**src/rtl/adc_trigger_ctrl.sv**
```systemverilog
// ADC record controller: captures one channel into a circular buffer around a trigger,
// then streams the record out oldest-first over a valid/ready interface.
module adc_trigger_ctrl #(
    parameter int DATA_W = 14,
    parameter int PRE    = 16,
    parameter int TOTAL  = 64
) (
    input  logic              sys_clk,
    input  logic              reset,
    input  logic              arm,
    input  logic              chan_sel,
    input  logic [DATA_W-1:0] threshold,
    input  logic              force_trig,
    input  logic [DATA_W-1:0] a2da_data,
    input  logic [DATA_W-1:0] a2db_data,
    input  logic              ada_or,
    input  logic              adb_or,
    output logic [DATA_W-1:0] out_data,
    output logic              out_valid,
    output logic              out_last,
    input  logic              out_ready,
    output logic              busy,
    output logic [2:0]        state,
    output logic              rec_or,
    output logic [31:0]       trig_ts,
    output logic              rec_done
);
    // state | meaning
    // IDLE  | waiting for arm
    // PRE   | filling the pre-trigger history
    // WAIT  | capturing, looking for a rising crossing or force_trig
    // POST  | capturing the post-trigger samples
    // READ  | streaming the record out oldest-first

    localparam int AW = $clog2(TOTAL);
    localparam int CW = $clog2(TOTAL + 1);
    localparam int RW = AW + 1;

    typedef enum logic [2:0] {
        S_IDLE = 3'd0,
        S_PRE  = 3'd1,
        S_WAIT = 3'd2,
        S_POST = 3'd3,
        S_READ = 3'd4
    } state_t;

    state_t            state_q, state_d;
    logic [DATA_W-1:0] mem [TOTAL];
    logic [AW-1:0]     wr_ptr, rd_ptr, rec_start, trig_start;
    logic [CW-1:0]     cnt;
    logic [RW-1:0]     rd_left;
    logic [31:0]       ts_cnt;
    logic              chan_q;
    logic [DATA_W-1:0] prev_q, sample;
    logic              sample_or, capturing, trig, xfer, load;

    assign sample     = chan_q ? a2db_data : a2da_data;
    assign sample_or  = chan_q ? adb_or : ada_or;
    assign capturing  = state_q inside {S_PRE, S_WAIT, S_POST};
    // Level alone never triggers: the previous written sample must sit below the threshold.
    assign trig       = (state_q == S_WAIT) &&
                        (force_trig || ((sample >= threshold) && (prev_q < threshold)));
    assign trig_start = wr_ptr - AW'(PRE);
    assign xfer       = out_valid && out_ready;
    assign load       = (state_q == S_READ) && (!out_valid || out_ready) && (rd_left != '0);

    assign busy  = (state_q != S_IDLE);
    assign state = state_q;

    always_comb begin
        state_d = state_q;
        case (state_q)
            S_IDLE:  if (arm) state_d = S_PRE;
            S_PRE:   if (cnt == '0) state_d = S_WAIT;
            S_WAIT:  if (trig) state_d = (TOTAL - PRE == 1) ? S_READ : S_POST;
            S_POST:  if (cnt == '0) state_d = S_READ;
            S_READ:  if (xfer && out_last) state_d = S_IDLE;
            default: state_d = S_IDLE;
        endcase
    end

    always_ff @(posedge sys_clk) begin
        if (reset) state_q <= S_IDLE;
        else       state_q <= state_d;
    end

    always_ff @(posedge sys_clk) begin
        if (capturing) mem[wr_ptr] <= sample;
    end

    always_ff @(posedge sys_clk) begin
        if (reset) begin
            wr_ptr    <= '0;
            rd_ptr    <= '0;
            rec_start <= '0;
            cnt       <= '0;
            rd_left   <= '0;
            ts_cnt    <= '0;
            chan_q    <= 1'b0;
            prev_q    <= '0;
            rec_or    <= 1'b0;
            trig_ts   <= '0;
            out_data  <= '0;
            out_valid <= 1'b0;
            out_last  <= 1'b0;
            rec_done  <= 1'b0;
        end else begin
            ts_cnt   <= ts_cnt + 32'd1;
            rec_done <= 1'b0;
            if ((state_q == S_IDLE) && arm) begin
                chan_q <= chan_sel;
                rec_or <= 1'b0;
                wr_ptr <= '0;
                cnt    <= CW'(PRE - 1);
            end
            if (capturing) begin
                wr_ptr <= wr_ptr + AW'(1);
                prev_q <= sample;
                rec_or <= rec_or | sample_or;
                if (cnt != '0) cnt <= cnt - CW'(1);
            end
            // The trigger sample itself is the first of the TOTAL-PRE post samples.
            if (trig) begin
                trig_ts   <= ts_cnt;
                rec_start <= trig_start;
                cnt       <= CW'(TOTAL - PRE - 2);
            end
            if ((state_q != S_READ) && (state_d == S_READ)) begin
                rd_ptr  <= trig ? trig_start : rec_start;
                rd_left <= RW'(TOTAL);
            end
            if (state_q == S_READ) begin
                if (load) begin
                    out_data  <= mem[rd_ptr];
                    out_valid <= 1'b1;
                    out_last  <= (rd_left == RW'(1));
                    rd_ptr    <= rd_ptr + AW'(1);
                    rd_left   <= rd_left - RW'(1);
                end else if (xfer) begin
                    out_valid <= 1'b0;
                    out_last  <= 1'b0;
                end
                if (xfer && out_last) rec_done <= 1'b1;
            end
        end
    end
endmodule

```
**config.mk**
```make
export PLATFORM = sky130hd
export DESIGN_NAME = adc_trigger_ctrl
export DESIGN_NICKNAME = d
export VERILOG_FILES = /design/src/rtl/adc_trigger_ctrl.sv
export SDC_FILE = /design/constraint.sdc
export NUM_CORES = 1
export LEC_CHECK = 0
export CORE_ASPECT_RATIO = 0.7
export CORE_MARGIN = 1
export CORE_UTILIZATION = 56
export DETAILED_ROUTE_END_ITERATION = 8
export PLACE_DENSITY_LB_ADDON = 0.25
export SYNTH_ARGS = -nofsm -noshare
export SYNTH_HDL_FRONTEND = slang
export SYNTH_SLANG_ARGS = --single-unit
export TNS_END_PERCENT = 5
```
**constraint.sdc**
```tcl
create_clock -name sys_clk -period 3.85 [get_ports sys_clk]
set_input_delay 1.155 -clock sys_clk [delete_from_list [all_inputs] [get_ports sys_clk]]
set_output_delay 1.155 -clock sys_clk [all_outputs]
set_load 0.005 [all_outputs]
```
==> metrics.txt, run 1 <==
post-route clock skew=0.02445 ns; Final Hold Viols=0; Leakage=0.01466 uW; Worst VDD drop=0.0003608 V; Residual DRC=0; Worst Hold Class=register to register; final worst setup slack=0.5437 ns; vias in the first global route=22639; initial antenna violation count=2; WHS=0.4688 ns; Post-Route M1 WL=42790 um; share of cells above drive strength 1=0.1489; DIE AREA=74710 um2; max-cap viol count=0; power per standard cell area=500.5 nW/um2; global-route wire length before repair=146800 um; Main synth FF type=edfxtp_1; final non-filler cell total=3706; hpwl dp=60630 um; final setup fails=0; antenna-violating nets left=0; post-synthesis sequential area ratio=0.7169; synth warn=0; via count=23150; Post-Place Cells=3542; post-cts resize count=0; Avg WL per Cell=26.67 um; commonest non-fill, non-tap cell in the layout=edfxtp_1; clk sinks=1028; DR pass1 iterations=5; drt via density=6.247; metal2 WL=43420 um; H-Tree Depth=3; Tmin final=3.306 ns; Pins Over Slew Limit=0; CTS Buf Count=92; worst skew pair latency=0.66 ns; CTS tree=done; DR WL met3=10540 um; Seq cells post-synth=1028; GRT overflow=0; Post-synth EDFFs=896; top sig layer=met4; Critical Path End Type=register; # fillers=4971; Arr. time, crit path=3.89 ns; Post-Synthesis Cell Area=41220 um2; status=finished, final reports clean; crit share post-route=0.8588; synthesized instance count=2492; hold_buf cts=0; Root Buffer=clkbuf_16; worst path required time=4.43 ns; Clock Path Buffers=3; Synth cell types=70; drt total wl=98830 um; Initial Util=0.5707; Achievable Freq=302.5 MHz; placer congestion estimate=0.8620; Post-Syn Nets=2580; Port Buffers=103; GRT Total Usage=0.2655; Yosys top cell area share=0.6528; Critical Path Start Type=register; most frequent cells in the layout=edfxtp_1, mux2i_1, nor2_1, dfxtp_1, buf_4; Ports=104; chip width=326.3 um; slew at the pin with the worst max-slew slack=1.031 ns; cell taking the most area after synthesis=edfxtp_1; crit-path max FO=33; Slew HR=0.3096; Core ar.=72230 um2; standard-cell rows=82; P&R area growth vs syn=13.43%; Avg Cell Area, Syn=16.54 um2; async set-reset flop share out of synthesis=0; DRT iter0 DRCs=2760; clk slew on worst S/H paths=0.07 ns; dpl ws=-0.05045 ns; critical path class=register to register; Final nets=2758; total power=23400 uW; largest net degree at the start of global routing=87; unrepaired setup endpoints after global routing=no; Die H=229.0 um; ranking of synthesized cells by area=edfxtp_1, dfxtp_1, mux2i_1, mux4_2, a22oi_1; diode count=0; # Post-CTS Setup Buffers=0
-- cell families (layout without fill, tap and decap cells) --
| kind of cell | count (synthesis) | in the layout | share of synthesized area |
|---|---|---|---|
| DFF | 1028 | 1028 | 0.7169 |
| and+or+nand+nor | 549 | 549 | 0.07182 |
| muxes | 387 | 387 | 0.1284 |
| AOI/OAI and AO/OA | 297 | 297 | 0.04760 |
| buffers and inverters | 175 | 423 | 0.01994 |
| adders and majority gates | 38 | 38 | 0.01154 |
| xor gates and xnor gates | 18 | 18 | 0.003825 |
-- report_power, final --
part           internal (uW)  switching (uW)  leakage, uW
clock network           5030            3940      0.00142
logic                    532            1220      0.00411
registers              12500             145      0.00913
total                  18100            5300       0.0147
-- synth_stat cells (11+ instances only) --
cell / instances
a21oi_1: 107
a221o_1: 14
a22oi_1: 112
buf_1: 17
buf_2: 34
buf_4: 15
clkbuf_1: 66
dfxtp_1: 132
edfxtp_1: 896
ha_1: 38
inv_1: 34
mux2_2: 14
mux2i_1: 261
mux4_2: 112
nand2_1: 37
nand2b_1: 79
nand3_1: 86
nand4_1: 42
nor2_1: 145
nor2b_1: 62
nor3_1: 27
nor3b_1: 16
o21ai_0: 24
or3_1: 18
xor2_1: 11
-- layout make-up --
class,instances,area [um2],share of cell area
Timing Repair Buffer,224,2049,0.04383
Multi-Input combinational cell,1289,10910,0.2332
Inverter,35,131.4,0.002810
Sequential cell,1028,29560,0.6321
Clock inverter,50,466.7,0.009982
Clock buffer,114,2437,0.05213
Tap cell,966,1209,0.02585
-- state kept, by name, summed over array words and instances (netlist names), 7 cells and up --
register / flops
cnt: 7
prev_q: 14
mem: 896
rd_left: 7
trig_ts: 32
ts_cnt: 32
out_data: 14
-- per-stage QoR --
step,util,instance area (um2),TNS [ns]
after floorplan,-,41220,0
after global placement,0.6071,43850,0
after detailed placement,0.6071,43850,-0.5672
after CTS,0.6473,46750,0
after global routing,0.6473,46750,0
final,0.6473,46750,0
-- final timing paths --
| kind | start | end | slack, ns | cells past startpoint |
|---|---|---|---|---|
| setup reg to reg | chan_q$_SDFFE_PP0P_ | trig_ts[22]$_SDFFE_PP0P_ | 0.54 | 9 |
| hold / removal | ts_cnt[0]$_SDFF_PP0_ | ts_cnt[0]$_SDFF_PP0_ | 0.47 | 1 |
| hold reg to reg | ts_cnt[0]$_SDFF_PP0_ | ts_cnt[0]$_SDFF_PP0_ | 0.47 | 1 |
| setup / recovery | chan_q$_SDFFE_PP0P_ | trig_ts[22]$_SDFFE_PP0P_ | 0.54 | 9 |
-- critical path: stages, from the launching register on --
cell      delay [ns]
dfxtp_1         0.82
mux2_2          0.44
ha_1            0.32
a21oi_1         0.17
a21boi_0        0.12
o311ai_1        0.53
a221oi_4        0.17
nor2_4          0.16
buf_12          0.24
mux2i_1         0.23
-- routing by layer --
layer / global-route usage / vias to the layer above
met5: 0 / -
met4: 0.06529 / 0
met3: 0.06981 / 143
met2: 0.3808 / 1078
met1: 0.4060 / 11824
li1: - / 10105
(Power assumes the default switching activity.)
==> run 2: changes to the inputs <==
--- a/config.mk
+++ b/config.mk
@@ -9,6 +9,7 @@
 export CORE_MARGIN = 1
 export CORE_UTILIZATION = 56
 export DETAILED_ROUTE_END_ITERATION = 8
+export GPL_TIMING_DRIVEN = 0
 export PLACE_DENSITY_LB_ADDON = 0.25
 export SYNTH_ARGS = -nofsm -noshare
 export SYNTH_HDL_FRONTEND = slang
==> run 2 against run 1 <==
Net effect: the run now ends with setup timing left; cell count is 1.0% higher; first-iteration DRC count increased by 18%; non-clock buffer count grew 31; register-to-register slack lost 0.82 ns; sequential power about the same; power grew 2.8%; via count increased by 2.6%; critical endpoint is now mem[60][2]$_DFFE_PP_; largest power group unchanged; highest routed layer unchanged.
==> metrics.txt, run 2 (same netlist as run 1, synthesis figures left out) <==
status=finished, violations left; violated checks=setup timing; GRT Total Usage=0.2799; Port Buffers=103; dpl cell area=43560 um2; power per standard cell area=512.4 nW/um2; global-route wire length before repair=151800 um; max-cap viol count=0; top sig layer=met4; post-cts resize count=26; Slew HR=0.05264; unrepaired setup endpoints after global routing=yes; DR pass1 iterations=5; most frequent cells in the layout=edfxtp_1, mux2i_1, nor2_1, dfxtp_1; post-route clock skew=0.02023 ns; DIE AREA=74710 um2; Ports=104; DR WL met3=12670 um; Critical Path End Type=register; diode count=0; Tmin final=4.128 ns; CTS tree=done; # fillers=4958; Avg WL per Cell=27.97 um; final worst setup slack=-0.2784 ns; clk slew on worst S/H paths=0.06 ns; Post-Place Cells=3566; DRT iter0 DRCs=3259; Final TNS setup=-13.18 ns; CTS Buf Count=91; chip width=326.3 um; worst skew pair latency=0.66 ns; WHS=0.4800 ns; # Post-CTS Setup Buffers=0; Root Buffer=clkbuf_16; Die H=229.0 um; final setup fails=56; max FFs per register=896; worst path required time=4.11 ns; share of cells above drive strength 1=0.1314; drt total wl=104700 um; via count=23744; slew at the pin with the worst max-slew slack=1.416 ns; Arr. time, crit path=4.39 ns; Core ar.=72230 um2; dpl ws=-1.651 ns; initial antenna violation count=2; metal2 WL=45420 um; Clock Path Buffers=3; GRT overflow=0; Achievable Freq=242.2 MHz; hpwl dp=67730 um; Top reg by flops=mem; Leakage=0.01476 uW; vias in the first global route=22999; clk sinks=1028; H-Tree Depth=3; Initial Util=0.5707; final non-filler cell total=3743; standard-cell rows=82; hold_buf cts=0; antenna-violating nets left=0; Pins Over Slew Limit=0; crit share post-route=1.072; placer congestion estimate=0.8780; Largest regs=mem: 896 flops, trig_ts: 32 flops, ts_cnt: 32 flops; P&R area growth vs syn=13.91%; largest net degree at the start of global routing=67; Residual DRC=0; crit-path max FO=14; Post-Route M1 WL=44360 um; Critical Path Start Type=register; commonest non-fill, non-tap cell in the layout=edfxtp_1; drt via density=6.344; post-route cell area=46950 um2; Final Hold Viols=0; Final nets=2788; critical path class=register to register; Worst Hold Class=register to register; Worst VDD drop=0.0004670 V
run 2: cell types whose count changed in the layout (fill, tap and decap cells not counted), sizes merged:
cell / previous run / this run
dlygate4sd1: 0 / 1
bufinv: 8 / 11
clkinv: 34 / 26
clkdlybuf4s50: 102 / 103
clkbuf: 114 / 193
clkinvlp: 4 / 2
dlymetal6s2s: 0 / 1
buf: 122 / 82
inv: 39 / 41
run 2: stage by stage:
| step | power, uW | util |
|---|---|---|
| 6_report | 24060 | 0.6500 |
| 5_1_grt | 24690 | 0.6500 |
| 4_1_cts | 24050 | 0.6483 |
| 3_5_place_dp | 14690 | 0.6031 |
| 3_3_place_gp | 14590 | 0.6017 |
| 2_1_floorplan | 13890 | - |
run 2: worst paths after layout:
| path | from | end | slack [ns] | depth (start not counted) |
|---|---|---|---|---|
| setup / recovery | state[1]$_SDFF_PP0_ | mem[60][2]$_DFFE_PP_ | -0.28 | 5 |
| hold reg to reg | trig_ts[14]$_SDFFE_PP0P_ | trig_ts[14]$_SDFFE_PP0P_ | 0.48 | 2 |
| setup reg to reg | state[1]$_SDFF_PP0_ | mem[60][2]$_DFFE_PP_ | -0.28 | 5 |
| hold / removal | trig_ts[14]$_SDFFE_PP0P_ | trig_ts[14]$_SDFFE_PP0P_ | 0.48 | 2 |
run 2: worst max-delay path, cell delays in order (launching register included):
cell,delay (ns)
dfxtp_1,0.50
nor2_1,0.11
nor2_1,0.51
clkbuf_1,0.60
nand3_1,0.74
nor2_1,1.27
run 2: cell type report:
type                       count  area [um2]  area share
sequential                  1028       29550      0.6294
multi-input combinational   1289       11060      0.2356
clock buffer                 125        2600     0.05538
tap                          966        1209     0.02574
timing repair buffer         116        1184     0.02521
buffer                       139       693.2     0.01476
clock inverter                45       524.3     0.01117
inverter                      35       131.4    0.002798
run 2: metal layers:
layer,up-vias,track usage
met5,-,0
met4,0,0.06294
met3,154,0.07882
met2,1320,0.4029
met1,12105,0.4255
li1,10165,-
run 2: report_power, final:
group / switching, uW / internal, uW / total, uW
Sequential: 128 / 12500 / 12700
Clock: 4050 / 5490 / 9540
Combinational: 1310 / 553 / 1860
==> run 3: changes to the inputs <==
--- a/config.mk
+++ b/config.mk
@@ -7,9 +7,10 @@
 export LEC_CHECK = 0
 export CORE_ASPECT_RATIO = 0.7
 export CORE_MARGIN = 1
-export CORE_UTILIZATION = 56
+export CORE_UTILIZATION = 62
 export DETAILED_ROUTE_END_ITERATION = 8
 export GPL_TIMING_DRIVEN = 0
+export MAX_ROUTING_LAYER = met4
 export PLACE_DENSITY_LB_ADDON = 0.25
 export SYNTH_ARGS = -nofsm -noshare
 export SYNTH_HDL_FRONTEND = slang
==> constraint.sdc (replaced) <==
create_clock -name sys_clk -period 3.8 [get_ports sys_clk]
set_input_delay 1.14 -clock sys_clk [delete_from_list [all_inputs] [get_ports sys_clk]]
set_output_delay 1.14 -clock sys_clk [all_outputs]
set_load 0.005 [all_outputs]
==> run 3 against run 2 <==
Net effect: sequential power is essentially flat; setup slack gained 0.32 ns; final area shrank 0.42%; the flow now finishes without violations; first-iteration DRC count grew 7.6%; critical path type is now input port to register; critical path depth grew 5; power grew 0.45%; non-clock buffer count shrank 1; combinational power grew 5%.
==> metrics.txt, run 3 (same netlist as run 1, synthesis figures left out) <==
unrepaired setup endpoints after global routing=yes; WHS=0.4760 ns; largest net degree at the start of global routing=67; Largest regs=mem: 896 flops, trig_ts: 32 flops, ts_cnt: 32 flops; buffers plus inverters on the worst setup path=2; final worst setup slack=0.03865 ns; final setup fails=0; standard-cell rows=78; worst path required time=4.37 ns; area of the multi-input gates=11140 um2; chip width=310.2 um; Top reg by flops=mem; Switch Pwr=5569 uW; Tmin final=3.761 ns; Critical Path End Type=register; commonest non-fill, non-tap cell in the layout=edfxtp_1; max-cap viol count=0; DR pass1 iterations=6; power per standard cell area=516.9 nW/um2; Worst VDD drop=0.0003650 V; Root Buffer=clkbuf_16; Avg WL per Cell=29.11 um; Residual DRC=0; Reg power frac=0.531; Largest delay share family, worst path=compound AO/OA/AOI/OAI gates; Pint=18600 uW; vias in the first global route=23488; Pins Over Slew Limit=0; most frequent cells in the layout=edfxtp_1, mux2i_1, dfxtp_1, nor2_1; slew at the pin with the worst max-slew slack=1.426 ns; Arr. time, crit path=4.33 ns; Worst Hold Class=register to register; CP Cell Sequence=clkdlybuf4s50_1, mux2_8, ha_1, nand4_1, o21ai_0, a221oi_2, a221oi_4, nor2_4, buf_4, a211oi_1; Critical Path Start Type=input port; placer congestion estimate=0.9880; global-route wire length before repair=152300 um; DRT iter0 DRCs=3507; status=finished, final reports clean; drt via density=6.560; register area=29550 um2; initial antenna violation count=2; Core ar.=65290 um2; dpl ws=-1.622 ns; post-route clock skew=0.02492 ns; P&R area growth vs syn=13.43%; Ports=104; via count=23983; DIE AREA=67530 um2; hold_buf cts=0; antenna-violating nets left=0; Crit-path slowest cell=clkdlybuf4s50_1; CTS Buf Count=91; # fillers=3962; Die H=217.7 um; Port Buffers=103; share of cells above drive strength 1=0.1326; Final Hold Viols=0; Final TNS setup=0 ns; hpwl dp=66380 um; Initial Util=0.6313; post-route cell area=46750 um2; critical path class=input port to register; Leakage=0.01469 uW; CTS tree=done; clk slew on worst S/H paths=0.06 ns; GRT Total Usage=0.3282; total power=24170 uW; GRT overflow=0; drt total wl=106400 um; crit-path max FO=33; Slew HR=0.04592; clock network power share=0.388; crit share post-route=0.9898; H-Tree Depth=3; max FFs per register=896; Final nets=2788; CP max stage delay=0.58 ns; Clock Path Buffers=3; switching power share of the total=0.2304; clk sinks=1028; Achievable Freq=265.9 MHz; dpl cell area=43410 um2; worst skew pair latency=0.65 ns; combinational power share=0.081
==> run 3: worst paths after layout <==
path,slack [ns],startpoint,endpoint,depth (start not counted)
setup / recovery,0.04,a2db_data[7],state[0]$_SDFF_PP0_,10
hold reg to reg,0.48,rec_start[4]$_SDFF_PP0_,rec_start[4]$_SDFF_PP0_,2
hold / removal,0.48,rec_start[4]$_SDFF_PP0_,rec_start[4]$_SDFF_PP0_,2
setup reg to reg,0.18,state[1]$_SDFF_PP0_,mem[46][7]$_DFFE_PP_,4
==> run 3: area by class of cell <==
type | count | area share
flip-flops and latches | 1028 | 0.6320
multi-input cells | 1290 | 0.2382
clock buffers | 121 | 0.05293
repair buffers | 115 | 0.02457
well taps | 880 | 0.02355
plain buffers | 139 | 0.01491
clock inverters | 47 | 0.01097
inverters | 35 | 0.002810
diodes | 1 | 0.00005352
==> run 3: timing repair <==
action,CTS,global route
pin swaps,1,0
endpoints found under the setup margin,158,152
setup buffers,1,0
gates resized for setup,30,17
gates cloned,1,0
==> run 3: metrics by stage <==
| stage | util | instances |
|---|---|---|
| 5_1_grt | 0.7161 | 3656 |
| 3_5_place_dp | 0.6648 | 3477 |
| 3_3_place_gp | 0.6640 | 3475 |
| 6_report | 0.7161 | 3656 |
| 2_1_floorplan | - | 2492 |
| 4_1_cts | 0.7134 | 3646 |
==> run 3: layer usage <==
| layer | track usage | share of wire | vias to the layer above |
|---|---|---|---|
| met1 | 0.4477 | 0.38 | 12108 |
| li1 | - | - | 10169 |
| met5 | - | 0 | - |
| met3 | 0.1243 | 0.14 | 196 |
| met4 | 0.09475 | 0.030 | 0 |
| met2 | 0.4622 | 0.44 | 1510 |
==> run 3: power groups by stage <==
stage	logic, uW	registers (uW)	clock network (uW)
floorplan	1050	13000	0
global placement	1720	13100	0
detailed placement	1810	13100	0
CTS	1890	12800	9400
global route	2060	12800	9820
finish	1950	12800	9380
==> run 3: tightest hold or removal path, stage by stage, from the launching register on <==
cell,delay (ns)
dfxtp_1,0.29
inv_1,0.06
o41ai_1,0.07
